### src/rtl/arb_pkg.sv
// Shared types and width helper for the data-memory port arbiter.
package arb_pkg;

  typedef enum logic [1:0] {
    IDLE  = 2'd0,
    ISSUE = 2'd1,
    RDATA = 2'd2
  } arb_state_t;

  // Index width for a requester count; never narrower than one bit.
  function automatic int idx_w(input int n);
    return (n > 1) ? $clog2(n) : 1;
  endfunction

endpackage

### src/rtl/rr_picker.sv
// Round-robin winner selection: first set request bit above i_last, wrapping.
module rr_picker
  import arb_pkg::*;
#(
  parameter int N_REQ = 4,
  parameter int IDX_W = idx_w(N_REQ)
) (
  input  logic [N_REQ-1:0] i_req,
  input  logic [IDX_W-1:0] i_last,
  output logic             o_grant_valid,
  output logic [IDX_W-1:0] o_grant_idx
);

  logic             w_hi_found;
  logic             w_lo_found;
  logic [IDX_W-1:0] w_hi_idx;
  logic [IDX_W-1:0] w_lo_idx;

  // Descending scan so the lowest set bit in each region is the one kept.
  always_comb begin
    w_hi_found = 1'b0;
    w_lo_found = 1'b0;
    w_hi_idx   = '0;
    w_lo_idx   = '0;
    for (int i = N_REQ - 1; i >= 0; i--) begin
      if (i_req[i]) begin
        if (i > int'(i_last)) begin
          w_hi_found = 1'b1;
          w_hi_idx   = IDX_W'(i);
        end else begin
          w_lo_found = 1'b1;
          w_lo_idx   = IDX_W'(i);
        end
      end
    end
  end

  assign o_grant_valid = w_hi_found | w_lo_found;
  assign o_grant_idx   = w_hi_found ? w_hi_idx : w_lo_idx;

endmodule

### src/rtl/mem_arbiter.sv
// Round-robin arbiter sharing one data-memory port among N_REQ requesters.
//   state | meaning
//   IDLE  | waiting for a request; winner latched on exit
//   ISSUE | strobe driven; writes acknowledged here
//   RDATA | memory data returned with the read acknowledge
module mem_arbiter
  import arb_pkg::*;
#(
  parameter int N_REQ  = 4,
  parameter int ADDR_W = 16,
  parameter int DATA_W = 16
) (
  input  logic                          i_clk,
  input  logic                          i_reset,
  input  logic [N_REQ-1:0]              i_req,
  input  logic [N_REQ-1:0]              i_we,
  input  logic [N_REQ-1:0][ADDR_W-1:0]  i_addr,
  input  logic [N_REQ-1:0][DATA_W-1:0]  i_wdata,
  output logic [N_REQ-1:0]              o_ack,
  output logic [DATA_W-1:0]             o_rdata,
  output logic                          o_busy,
  output logic                          o_mem_read,
  output logic                          o_mem_write,
  output logic [ADDR_W-1:0]             o_mem_addr,
  output logic [DATA_W-1:0]             o_mem_wdata,
  input  logic [DATA_W-1:0]             i_mem_rdata
);

  localparam int IDX_W = idx_w(N_REQ);

  arb_state_t        r_state;
  arb_state_t        w_state_nxt;
  logic [IDX_W-1:0]  r_last;
  logic [IDX_W-1:0]  r_idx;
  logic              r_we;
  logic [ADDR_W-1:0] r_addr;
  logic [DATA_W-1:0] r_wdata;
  logic [DATA_W-1:0] r_rdata;

  logic              w_grant_valid;
  logic [IDX_W-1:0]  w_grant_idx;
  logic [N_REQ-1:0]  w_idx_onehot;
  logic              w_ack_en;

  rr_picker #(
    .N_REQ (N_REQ),
    .IDX_W (IDX_W)
  ) u_picker (
    .i_req         (i_req),
    .i_last        (r_last),
    .o_grant_valid (w_grant_valid),
    .o_grant_idx   (w_grant_idx)
  );

  always_comb begin
    w_state_nxt = r_state;
    case (r_state)
      IDLE:    if (w_grant_valid) w_state_nxt = ISSUE;
      ISSUE:   w_state_nxt = r_we ? IDLE : RDATA;
      RDATA:   w_state_nxt = IDLE;
      default: w_state_nxt = IDLE;
    endcase
  end

  always_ff @(posedge i_clk) begin
    if (i_reset) begin
      r_state <= IDLE;
      r_last  <= IDX_W'(N_REQ - 1);
      r_idx   <= '0;
      r_we    <= 1'b0;
      r_addr  <= '0;
      r_wdata <= '0;
      r_rdata <= '0;
    end else begin
      r_state <= w_state_nxt;
      if (r_state == IDLE && w_grant_valid) begin
        r_last  <= w_grant_idx;
        r_idx   <= w_grant_idx;
        r_we    <= i_we[w_grant_idx];
        r_addr  <= i_addr[w_grant_idx];
        r_wdata <= i_wdata[w_grant_idx];
      end
      if (r_state == RDATA) r_rdata <= i_mem_rdata;
    end
  end

  assign w_idx_onehot = {{(N_REQ-1){1'b0}}, 1'b1} << r_idx;

  // Reset in the acknowledge cycle aborts the transaction, so it masks ack.
  assign w_ack_en = ~i_reset & (((r_state == ISSUE) & r_we) | (r_state == RDATA));

  assign o_ack       = w_ack_en ? w_idx_onehot : '0;
  assign o_busy      = (r_state != IDLE);
  assign o_mem_write = (r_state == ISSUE) & r_we;
  assign o_mem_read  = (r_state == ISSUE) & ~r_we;
  assign o_mem_addr  = r_addr;
  assign o_mem_wdata = r_wdata;
  // Memory data arrives in RDATA; the registered copy holds it afterwards.
  assign o_rdata     = (r_state == RDATA) ? i_mem_rdata : r_rdata;

endmodule

### config.mk
export PLATFORM = sky130hd
export DESIGN_NAME = mem_arbiter
export DESIGN_NICKNAME = d
export VERILOG_FILES = /design/src/rtl/arb_pkg.sv /design/src/rtl/rr_picker.sv /design/src/rtl/mem_arbiter.sv
export SDC_FILE = /design/constraint.sdc
export NUM_CORES = 1
export LEC_CHECK = 0
export CORE_MARGIN = 10
export CORE_UTILIZATION = 54
export CTS_BUF_LIST = sky130_fd_sc_hd__clkbuf_4
export DETAILED_ROUTE_END_ITERATION = 8
export DONT_BUFFER_PORTS = 1
export GPL_TIMING_DRIVEN = 1
export PLACE_DENSITY = 0.82
export SLEW_MARGIN = 20
export SYNTH_ARGS = -nofsm -noshare
export SYNTH_HDL_FRONTEND = slang
export SYNTH_SLANG_ARGS = --single-unit
### constraint.sdc
create_clock -name i_clk -period 1.9 [get_ports i_clk]
set_input_delay 0.38 -clock i_clk [delete_from_list [all_inputs] [get_ports i_clk]]
set_output_delay 0.38 -clock i_clk [all_outputs]
set_load 0.03 [all_outputs]
==> impl_metrics.xml <==
<?xml version="1.0" encoding="UTF-8"?>
<metrics>
  <group name="sta">
    <metric name="hold_viol_final" unit="">0</metric>
    <metric name="finalWorstSetupSlack" unit="ns">-0.05072</metric>
    <metric name="final_period_minus_worst_setup_slack" unit="ns">1.951</metric>
    <metric name="fin_setup_tns" unit="ns">-0.7118</metric>
    <metric name="setup_viol_count_final" unit="">19</metric>
    <metric name="worst-slew-pin-transition" unit="ns">0.4017</metric>
    <metric name="relSlewSlack" unit="%">73.02</metric>
    <metric name="layout_worst_path_cycle_share" unit="%">102.7</metric>
    <metric name="timing.hold.ws" unit="ns">0.04872</metric>
    <metric name="timing.clock.skew" unit="ns">0.006336</metric>
    <metric name="report.final.slew_viol_count" unit="">0</metric>
    <metric name="rsz_0062_raised_after_global_routing" unit="">yes</metric>
    <metric name="max_clock_freq" unit="GHz">0.5126</metric>
  </group>
  <group name="worst_hold_path">
    <metric name="hp-start" unit="">i_reset</metric>
    <metric name="hold-path-endpoint" unit="">r_state[1]</metric>
    <metric name="hold_class" unit="">in2reg</metric>
    <metric name="hold_path_depth" unit="">1</metric>
  </group>
  <group name="route">
    <metric name="detailedRoute.firstIterationViolations" unit="">53</metric>
    <metric name="drt_drc_violations_left" unit="">0</metric>
    <metric name="detail_route.wirelength" unit="um">8840</metric>
    <metric name="post_drt_wl_per_cell" unit="um">24.22</metric>
    <metric name="routed-via-count" unit="">2255</metric>
    <metric name="antenna_left" unit="">0</metric>
    <metric name="drt-vias-per-instance" unit="">6.178</metric>
    <metric name="drt-pass1-iter-count" unit="">4</metric>
  </group>
  <group name="grt">
    <metric name="grt_use_total" unit="%">17.88</metric>
    <metric name="vias_in_the_first_global_route" unit="">2417</metric>
    <metric name="global_route_wire_length_before_repair" unit="um">12990</metric>
    <metric name="grt_max_degree" unit="">36</metric>
    <metric name="grt.overflow.total" unit="">0</metric>
    <metric name="antenna_found_initial" unit="">0</metric>
  </group>
  <group name="critical_path">
    <metric name="rr_startpoint" unit="">r_last[1]</metric>
    <metric name="worst-path-max-fanout" unit="">4</metric>
    <metric name="beginning_of_the_critical_path" unit="">r_state[1]</metric>
    <metric name="setup.reg_to_reg.worst_slack" unit="ns">0.14</metric>
    <metric name="setup.worst_path.start_class" unit="">flip-flop</metric>
    <metric name="r2r_cells" unit="">6</metric>
    <metric name="setup.worst_path.end_class" unit="">output pin</metric>
    <metric name="r2r_end" unit="">o_mem_wdata[4]</metric>
    <metric name="data_arrival_time_of_the_critical_path" unit="ns">1.57</metric>
    <metric name="criticalPathCategory" unit="">reg2out</metric>
    <metric name="required" unit="ns">1.52</metric>
  </group>
  <group name="die">
    <metric name="die-height" unit="um">94.76</metric>
    <metric name="die-area" unit="um2">8979</metric>
    <metric name="initial_core_util" unit="%">55.14</metric>
    <metric name="floorplan.rows" unit="">27</metric>
    <metric name="coreArea" unit="um2">5473</metric>
    <metric name="fp.dieW" unit="um">94.76</metric>
    <metric name="io-pin-count" unit="">209</metric>
  </group>
  <group name="logic_synthesis">
    <metric name="synth_edf_count" unit="">0</metric>
    <metric name="synth_seq_cells" unit="">55</metric>
    <metric name="async_flop_share" unit="%">0</metric>
    <metric name="synthFlopType" unit="">sky130_fd_sc_hd__dfxtp_1</metric>
    <metric name="yosysWarnings" unit="">0</metric>
    <metric name="syn_avg_cell_area" unit="um2">10.59</metric>
    <metric name="synth_cell_types" unit="">31</metric>
    <metric name="yosys.cell_count.top_type" unit="">sky130_fd_sc_hd__mux2i_1</metric>
    <metric name="synth_area_leaders" unit="">sky130_fd_sc_hd__dfxtp_1, sky130_fd_sc_hd__mux2i_1, sky130_fd_sc_hd__o221ai_2</metric>
    <metric name="synth_cells" unit="">285</metric>
    <metric name="synth.net_count" unit="">439</metric>
    <metric name="synth_largest_type_area_fraction" unit="%">36.48</metric>
    <metric name="sequential_share_of_the_synthesized_area" unit="%">36.48</metric>
    <metric name="synthesis.area" unit="um2">3018</metric>
    <metric name="synth.cells.most_frequent" unit="">sky130_fd_sc_hd__mux2i_1, sky130_fd_sc_hd__dfxtp_1, sky130_fd_sc_hd__nand2_1</metric>
    <metric name="netlist.top_cell.by_area" unit="">sky130_fd_sc_hd__dfxtp_1</metric>
  </group>
  <group name="power_and_ir_drop">
    <metric name="leakagePower" unit="nW">1.344</metric>
    <metric name="max-vdd-ir-drop" unit="uV">453.4</metric>
    <metric name="p_sw" unit="W">0.001286</metric>
    <metric name="sequentialPowerShare" unit="%">52.0</metric>
    <metric name="p_int" unit="W">0.001964</metric>
    <metric name="pwr-share-clk" unit="%">16.2</metric>
    <metric name="cellPowerDensity" unit="nW/um2">946.7</metric>
    <metric name="power.total" unit="W">0.003250</metric>
    <metric name="share_comb_of_total_power" unit="%">31.8</metric>
    <metric name="power_switching_share" unit="%">39.56</metric>
  </group>
  <group name="cts">
    <metric name="holdBufCountCts" unit="">0</metric>
    <metric name="tritoncts" unit="">done</metric>
    <metric name="tritoncts_num_sinks" unit="">55</metric>
    <metric name="cts-root-buf" unit="">sky130_fd_sc_hd__clkbuf_4</metric>
    <metric name="clock_latency_on_the_worst_skew_pair" unit="ns">0.36</metric>
    <metric name="cts_htree_levels" unit="">2</metric>
    <metric name="clk_pin_slew_worst_setup_hold_paths" unit="ns">0.16</metric>
    <metric name="ctsLongestPathBuffers" unit="">2</metric>
    <metric name="cts-buffers-inserted" unit="">5</metric>
  </group>
  <group name="placed_design">
    <metric name="place_congestion" unit="">0.7498</metric>
    <metric name="numPortBuffers" unit="">0</metric>
    <metric name="dpl.hpwl" unit="um">6917</metric>
    <metric name="postPlaceCellArea" unit="um2">3248</metric>
  </group>
  <group name="cells_and_area">
    <metric name="postLayoutCoreUtil" unit="%">62.73</metric>
    <metric name="nNetsFinal" unit="">446</metric>
    <metric name="finish.instance_area" unit="um2">3433</metric>
    <metric name="area_growth" unit="%">13.76</metric>
    <metric name="antenna_cells" unit="">0</metric>
    <metric name="post_route_cells_drive_above_1_share" unit="%">30.72</metric>
  </group>
  <group name="status">
    <metric name="failed_checks" unit="">negative setup slack</metric>
    <metric name="status" unit="">finished with violations</metric>
  </group>
  <group name="flow_run">
    <metric name="cap_violations" unit="">0</metric>
  </group>
</metrics>
[worst max path at each step]
stage,slack [ns],cells past startpoint,to
CTS,-0.09,5,o_ack[0]
finish,-0.05,5,o_ack[0]
global placement,0.04,6,o_mem_addr[2]
detailed placement,-0.005,5,o_mem_addr[2]
global route,-0.15,6,o_ack[1]
floorplan,0.05,3,o_ack[0]
[metal layers]
metal	wire length [um]	part of all wire, %	GRT usage (%)	vias to the layer above
met4	78	0.88	3.616	0
met1	3155	36	18.14	1045
met2	4517	51	32.27	137
li1	-	-	-	1067
met5	0	0	0	-
met3	1088	12	9.120	6
[cells in the final DEF (no fill, tap or decap), types with 2 or more instances in the layout]
master	count
sky130_fd_sc_hd__a21oi_1	3
sky130_fd_sc_hd__nand2_1	38
sky130_fd_sc_hd__dfxtp_1	53
sky130_fd_sc_hd__nor3_1	3
sky130_fd_sc_hd__nand2b_1	3
sky130_fd_sc_hd__clkinvlp_4	2
sky130_fd_sc_hd__o221ai_1	3
sky130_fd_sc_hd__buf_4	14
sky130_fd_sc_hd__dfxtp_2	2
sky130_fd_sc_hd__buf_12	7
sky130_fd_sc_hd__nor2b_1	17
sky130_fd_sc_hd__nand3b_1	2
sky130_fd_sc_hd__nor2_1	6
sky130_fd_sc_hd__mux2_4	16
sky130_fd_sc_hd__inv_1	2
sky130_fd_sc_hd__buf_8	2
sky130_fd_sc_hd__mux2i_1	67
sky130_fd_sc_hd__clkbuf_4	5
sky130_fd_sc_hd__o221ai_2	30
[through the flow]
step	worst slack, ns	std cells
6_report	-0.05072	365
5_1_grt	-0.1522	365
4_1_cts	-0.08702	364
3_5_place_dp	-0.004623	354
3_3_place_gp	0.03715	354
2_1_floorplan	0.05365	285
[critical path, stage by stage, from the launching register on]
cell	delay, ns
sky130_fd_sc_hd__dfxtp_2	0.36
sky130_fd_sc_hd__buf_6	0.11
sky130_fd_sc_hd__nand3b_1	0.17
sky130_fd_sc_hd__a21oi_2	0.20
sky130_fd_sc_hd__nor3b_2	0.19
sky130_fd_sc_hd__buf_4	0.18
[logic make-up after synthesis]
group                  share of synthesized area [%]
buffers and inverters                          4.519
AND/OR/NAND/NOR                                12.48
AO/OA/AOI/OAI                                  18.33
multiplexers                                   28.19
flip-flops                                     36.48
[power groups by stage]
stage / clock [W] / sequential, W / combinational, W
2_1_floorplan: 0 / 0.00166 / 0.000807
3_3_place_gp: 0 / 0.00171 / 0.000974
3_5_place_dp: 0 / 0.00171 / 0.000999
4_1_cts: 0.000554 / 0.00169 / 0.00104
5_1_grt: 0.000585 / 0.00171 / 0.00111
6_report: 0.000526 / 0.00169 / 0.00104
[flip-flops by register name, summed over array words and instances, names as in the netlist]
name	cells
r_rdata	16
r_idx	2
r_we	1
o_mem_addr	16
o_mem_wdata	16
r_state	2
r_last	2
[area by class of cell]
cell class                      instances  area, um2
Timing Repair Buffer                   24      286.5
Clock buffer                            5      37.54
Tap cell                               72      90.09
Clock inverter                          3      23.77
Inverter                                2      7.507
Multi-Input combinational cell        204       1884
Fill cell                             418       2039
Sequential cell                        55       1104
[timing repair]
item	in CTS	in global routing
pin swaps	4	0
gates resized for setup	30	0
gates cloned	1	0
setup endpoints to repair	44	20
buffers inserted	1	1
Note: power is estimated with default switching activity, not from simulation.
